### config.mk
export PLATFORM = sky130hd
export DESIGN_NAME = maxpool2x2_stream
export DESIGN_NICKNAME = d
export VERILOG_FILES = /design/src/rtl/maxpool2x2_stream.sv
export SDC_FILE = /design/constraint.sdc
export NUM_CORES = 1
export LEC_CHECK = 0
export CAP_MARGIN = 40
export CORE_MARGIN = 2
export CORE_UTILIZATION = 55
export DETAILED_ROUTE_END_ITERATION = 8
export PLACE_DENSITY = 0.75
export REMOVE_ABC_BUFFERS = 1
export SKIP_CTS_REPAIR_TIMING = 1
export SYNTH_ARGS = -nofsm -noshare
export SYNTH_HDL_FRONTEND = slang
export SYNTH_SLANG_ARGS = --single-unit
### constraint.sdc
create_clock -name clk -period 5.2 [get_ports clk]
set_clock_uncertainty 0.15 [all_clocks]
set_input_delay 1.04 -clock clk [delete_from_list [all_inputs] [get_ports clk]]
set_output_delay 1.04 -clock clk [all_outputs]
set_load 0.005 [all_outputs]
### src/rtl/maxpool2x2_stream.sv
`default_nettype none
// ============================================================================
// maxpool2x2_stream : 2x2 stride-2 max-pool over a raster-order conv stream
// Revision          : 1.0
// ============================================================================
module maxpool2x2_stream #(
  parameter int IMG_W      = 28,
  parameter int IMG_H      = 28,
  parameter int DATA_WIDTH = 32
) (
  input  logic                  clk,
  input  logic                  rst,
  input  logic [DATA_WIDTH-1:0] in_data,
  input  logic                  in_valid,
  output logic [DATA_WIDTH-1:0] out_data,
  output logic                  out_valid,
  output logic                  out_last
);

  localparam int HALF_W = IMG_W / 2;
  localparam int COL_W  = (IMG_W  > 2) ? $clog2(IMG_W)  : 1;
  localparam int ROW_W  = (IMG_H  > 2) ? $clog2(IMG_H)  : 1;
  localparam int LB_AW  = (HALF_W > 2) ? $clog2(HALF_W) : 1;
  localparam logic [COL_W-1:0] COL_LAST = COL_W'(IMG_W - 1);
  localparam logic [ROW_W-1:0] ROW_LAST = ROW_W'(IMG_H - 1);

  if (((IMG_W % 2) != 0) || ((IMG_H % 2) != 0)) begin : g_dim_check
    $fatal(1, "maxpool2x2_stream: IMG_W and IMG_H must both be even");
  end

  logic [COL_W-1:0]      col_q, col_d;
  logic [ROW_W-1:0]      row_q, row_d;
  logic [DATA_WIDTH-1:0] hold_q, hold_d;
  logic [DATA_WIDTH-1:0] out_data_q, out_data_d;
  logic                  out_valid_q, out_valid_d;
  logic                  out_last_q, out_last_d;

  logic [DATA_WIDTH-1:0] linebuf_q [HALF_W];
  logic [LB_AW-1:0]      lb_idx;
  logic                  lb_we;
  logic [DATA_WIDTH-1:0] lb_rdata;
  logic [DATA_WIDTH-1:0] pair_max;
  logic [DATA_WIDTH-1:0] win_max;

  assign lb_idx   = LB_AW'(col_q >> 1);
  assign lb_rdata = linebuf_q[lb_idx];
  assign pair_max = (in_data > hold_q) ? in_data : hold_q;
  assign win_max  = (lb_rdata > pair_max) ? lb_rdata : pair_max;

  always_comb begin
    col_d       = col_q;
    row_d       = row_q;
    hold_d      = hold_q;
    out_data_d  = out_data_q;
    out_valid_d = 1'b0;
    out_last_d  = 1'b0;
    lb_we       = 1'b0;
    if (in_valid) begin
      if (col_q == COL_LAST) begin
        col_d = '0;
        row_d = (row_q == ROW_LAST) ? '0 : row_q + 1'b1;
      end else begin
        col_d = col_q + 1'b1;
      end
      // Even column opens a horizontal pair; odd column closes it.
      if (!col_q[0]) begin
        hold_d = in_data;
      end else if (!row_q[0]) begin
        lb_we = 1'b1;
      end else begin
        out_data_d  = win_max;
        out_valid_d = 1'b1;
        out_last_d  = (row_q == ROW_LAST) && (col_q == COL_LAST);
      end
    end
  end

  always_ff @(posedge clk) begin
    if (rst) begin
      col_q       <= '0;
      row_q       <= '0;
      hold_q      <= '0;
      out_data_q  <= '0;
      out_valid_q <= 1'b0;
      out_last_q  <= 1'b0;
    end else begin
      col_q       <= col_d;
      row_q       <= row_d;
      hold_q      <= hold_d;
      out_data_q  <= out_data_d;
      out_valid_q <= out_valid_d;
      out_last_q  <= out_last_d;
    end
  end

  // Line buffer is never reset: each entry is rewritten on every even row.
  always_ff @(posedge clk) begin
    if (lb_we && !rst) begin
      linebuf_q[lb_idx] <= pair_max;
    end
  end

  assign out_data  = out_data_q;
  assign out_valid = out_valid_q;
  assign out_last  = out_last_q;

endmodule
`default_nettype wire

==> impl_metrics.toml <==
[finish]
fillers = 2481
drive_above_1_share_pct = 30.98
nNetsFinal = 1625
finalNonFillerCells = 2094
diodes = 0
areaGrowthSynthToFinish_pct = 21.55
layout_common_cells = "edfxtp_1, nand2_1, mux4_2"
final_common_cell = "edfxtp_1"

[timing]
worst_slew_pin_slew_ps = 794.9
max_slew_margin_pct = 46.88
hold_viol_final = 0
period_needed_ps = 5260
whs_ps = 318.6
slew_viol_final = 0
setup_tns_ps = -926.6
finalSetupViolCount = 31
max_freq_mhz = 190.1
final.setup.worst_slack_ps = -60.49
fin_crit_sh_pct = 101.2

[critical_path]
worst_path_most_repeated_cell = "buf_12"
critical_path_buf_inv_count = 6
crit_required_ps = 5530
worstSetupPathType = "primary input to flop"
cpLargestDelayFamily = "compound AO/OA/AOI/OAI gates"
cpPeakStageDelay_ps = 520
cp.arrival_ps = 5600
crit_chain = "clkdlybuf4s50_1 > ha_4 > a21oi_2 > o21ai_2 > a221oi_2 > a2bb2oi_2 > a31oi_4 > buf_12 > buf_4 > mux2_2 > inv_1 > ha_1 > nand3_2 > nor3_1 > a221o_1 > o31a_1 > o31ai_4 > buf_12 > buf_8 > o21ai_1 > a31o_2"
startpoint_type = "primary input"
critPathCaptureType = "flop"
worstPathMaxFanout = 8
cp_slowest_cell = "clkdlybuf4s50_1"
reg2reg_slack_ps = 260

[detailed_routing]
routed_wl_mm = 54.78
routedWlPerCell_microns = 26.16
route.detailed.drc = 0
vias = 12923
antenna_left = 0
viasPerCell = 6.171
drt-initial-drc-count = 1173
firstDrtPassIters = 5

[power]
cellLeakagePower_nw = 9.189
internal-power_mw = 7.535
switching_share_pct = 22.28
total_power_mw = 9.695
p_clk_share_pct = 40.6
p_switching_mw = 2.161
peakVddDrop_mv = 0.2661
pwr-share-comb_pct = 10.6
p_seq_share_pct = 48.8
power_density_mw_per_mm2 = 359.9

[global_route]
grt_pass1_vias = 12955
antenna_found_initial = 0
grt_pass1_wl_mm = 78.34
grtUsageTotal_pct = 25.91
grt_max_degree = 43
grt_overflow = 0

[floorplan]
die_h_microns = 204.7
io_pins = 69
placementRows = 73
core-area_sq_mm = 0.03973
die_area_sq_mm = 0.04192
die_w_microns = 204.7
start_util_pct = 55.78

[clock_tree]
htree_levels = 2
cts_sinks = 528
clockBufferDepth = 3
cts-root-buf = "clkbuf_16"
clk_pin_slew_worst_paths_ps = 60
numCtsBuffers = 53
cts_tree = "yes"
clk_latency_ps = 600

[synthesis]
ys_ff_latch = 528
syn_avg_cell_area_sq_um = 16.74
netlist_area_sq_mm = 0.02216
netlist_instances = 1324
synth_cell_types = 52
ys_seq_area_share_pct = 67.92
yosys_warnings = 0

[placed_design]
place.gp.congestion = 0.8148
io_buffer_count = 68
hpwl_mm = 31.87
dp_cells = 1983

[hold_path]
min_path_type = "flop to flop"

[job]
cap_violations = 0

[status]
failed_checks = "setup timing"
status = "complete, but fails checks"
==> flip-flops by register name, indices dropped and copies added (netlist names), named ones only <==
| register | count |
|---|---|
| col_q | 5 |
| hold_q | 32 |
| linebuf_q | 448 |
| out_data | 32 |
| out_last | 1 |
| out_valid | 1 |
| row_q | 5 |
==> worst min-delay path, stage by stage, from the launching register on <==
cell     delay, ps
dfxtp_1        310
nand2_1         50
a21oi_1         50
==> synthesized netlist by cell type, drive strengths merged <==
cell type	number	area, sq um
edfxtp	448	13450
nand2	150	563.0
mux4	127	2860
dfxtp	80	1602
inv	67	251.5
ha	66	825.8
mux2	63	739.5
a21oi	62	310.3
clkbuf	41	153.9
o21ai	41	205.2
a31o	31	271.5
nor2	31	116.4
buf	26	156.4
nand4	12	75.07
nor3	11	60.06
nand3	7	35.03
nand2b	6	37.54
nor2b	6	37.54
a211oi	5	37.54
mux2i	4	40.04
and4	3	26.28
nor3b	3	22.52
nor4	3	18.77
o211ai	3	22.52
o31ai	3	36.28
or3	3	18.77
a21boi	2	15.01
a21o	2	15.01
a221oi	2	17.52
a31oi	2	18.77
and3	2	12.51
nand4b	2	17.52
a211o	1	8.760
a221o	1	10.01
a2bb2oi	1	8.760
a311oi	1	8.760
a41oi	1	8.760
nand4bb	1	11.26
nor4b	1	8.760
o31a	1	8.760
xnor2	1	8.760
xor2	1	8.760
==> through the flow <==
stage	cell area (sq um)	setup WS (ps)	util, %
2_1_floorplan	21850	-3648	-
3_3_place_gp	24460	-718.5	61.57
3_5_place_dp	24530	-813.9	61.75
4_1_cts	26360	-198.8	66.34
5_1_grt	26940	-183.3	67.80
6_report	26940	-60.49	67.80
==> power by group through the flow <==
| stage | Combinational, mW | Clock, mW | Sequential, mW |
|---|---|---|---|
| finish | 1.03 | 3.94 | 4.73 |
| global route | 1.10 | 4.14 | 4.73 |
| CTS | 0.878 | 3.98 | 4.73 |
| detailed placement | 0.871 | 0 | 4.82 |
| global placement | 0.841 | 0 | 4.81 |
| floorplan | 0.501 | 0 | 4.84 |
==> cell type report <==
class | instances | area [sq um] | share of cell area, %
timing repair buffer | 212 | 2178 | 8.086
multi-input combinational | 662 | 6963 | 25.85
clock buffer | 74 | 1538 | 5.708
inverter | 67 | 251.5 | 0.9335
clock inverter | 26 | 287.8 | 1.068
tap | 525 | 656.9 | 2.438
sequential | 528 | 15060 | 55.92
==> layer usage <==
layer,vias up,part of all wire (%),wire [microns],track usage [%]
li1,5584,-,-,-
met1,6650,39,21590,34.46
met2,575,50,27170,42.36
met3,114,7.7,4220,4.916
met4,0,3.3,1800,10.61
met5,-,0,0,0
==> logic make-up (layout without fill, tap and decap cells) <==
kind of cell / after synthesis / in the layout / synth area share, %
and+or+nand+nor: 241 / 241 / 4.787
adders and majority gates: 66 / 66 / 3.726
muxes: 194 / 194 / 16.42
buffers and inverters: 134 / 379 / 2.535
AOI/OAI and AO/OA: 159 / 159 / 4.527
xor gates and xnor gates: 2 / 2 / 0.07905
DFF: 528 / 528 / 67.92
==> path summary, 6_finish.rpt <==
check             depth (start not counted)                    start                        end
setup reg to reg                         22   hold_q[5]$_SDFFE_PP0P_  out_data[23]$_SDFFE_PP0P_
setup / recovery                         21              in_data[21]  out_data[23]$_SDFFE_PP0P_
hold reg to reg                           2  hold_q[13]$_SDFFE_PP0P_    hold_q[13]$_SDFFE_PP0P_
hold / removal                            2  hold_q[13]$_SDFFE_PP0P_    hold_q[13]$_SDFFE_PP0P_
No activity file was read; power rests on OpenSTA's default activity.
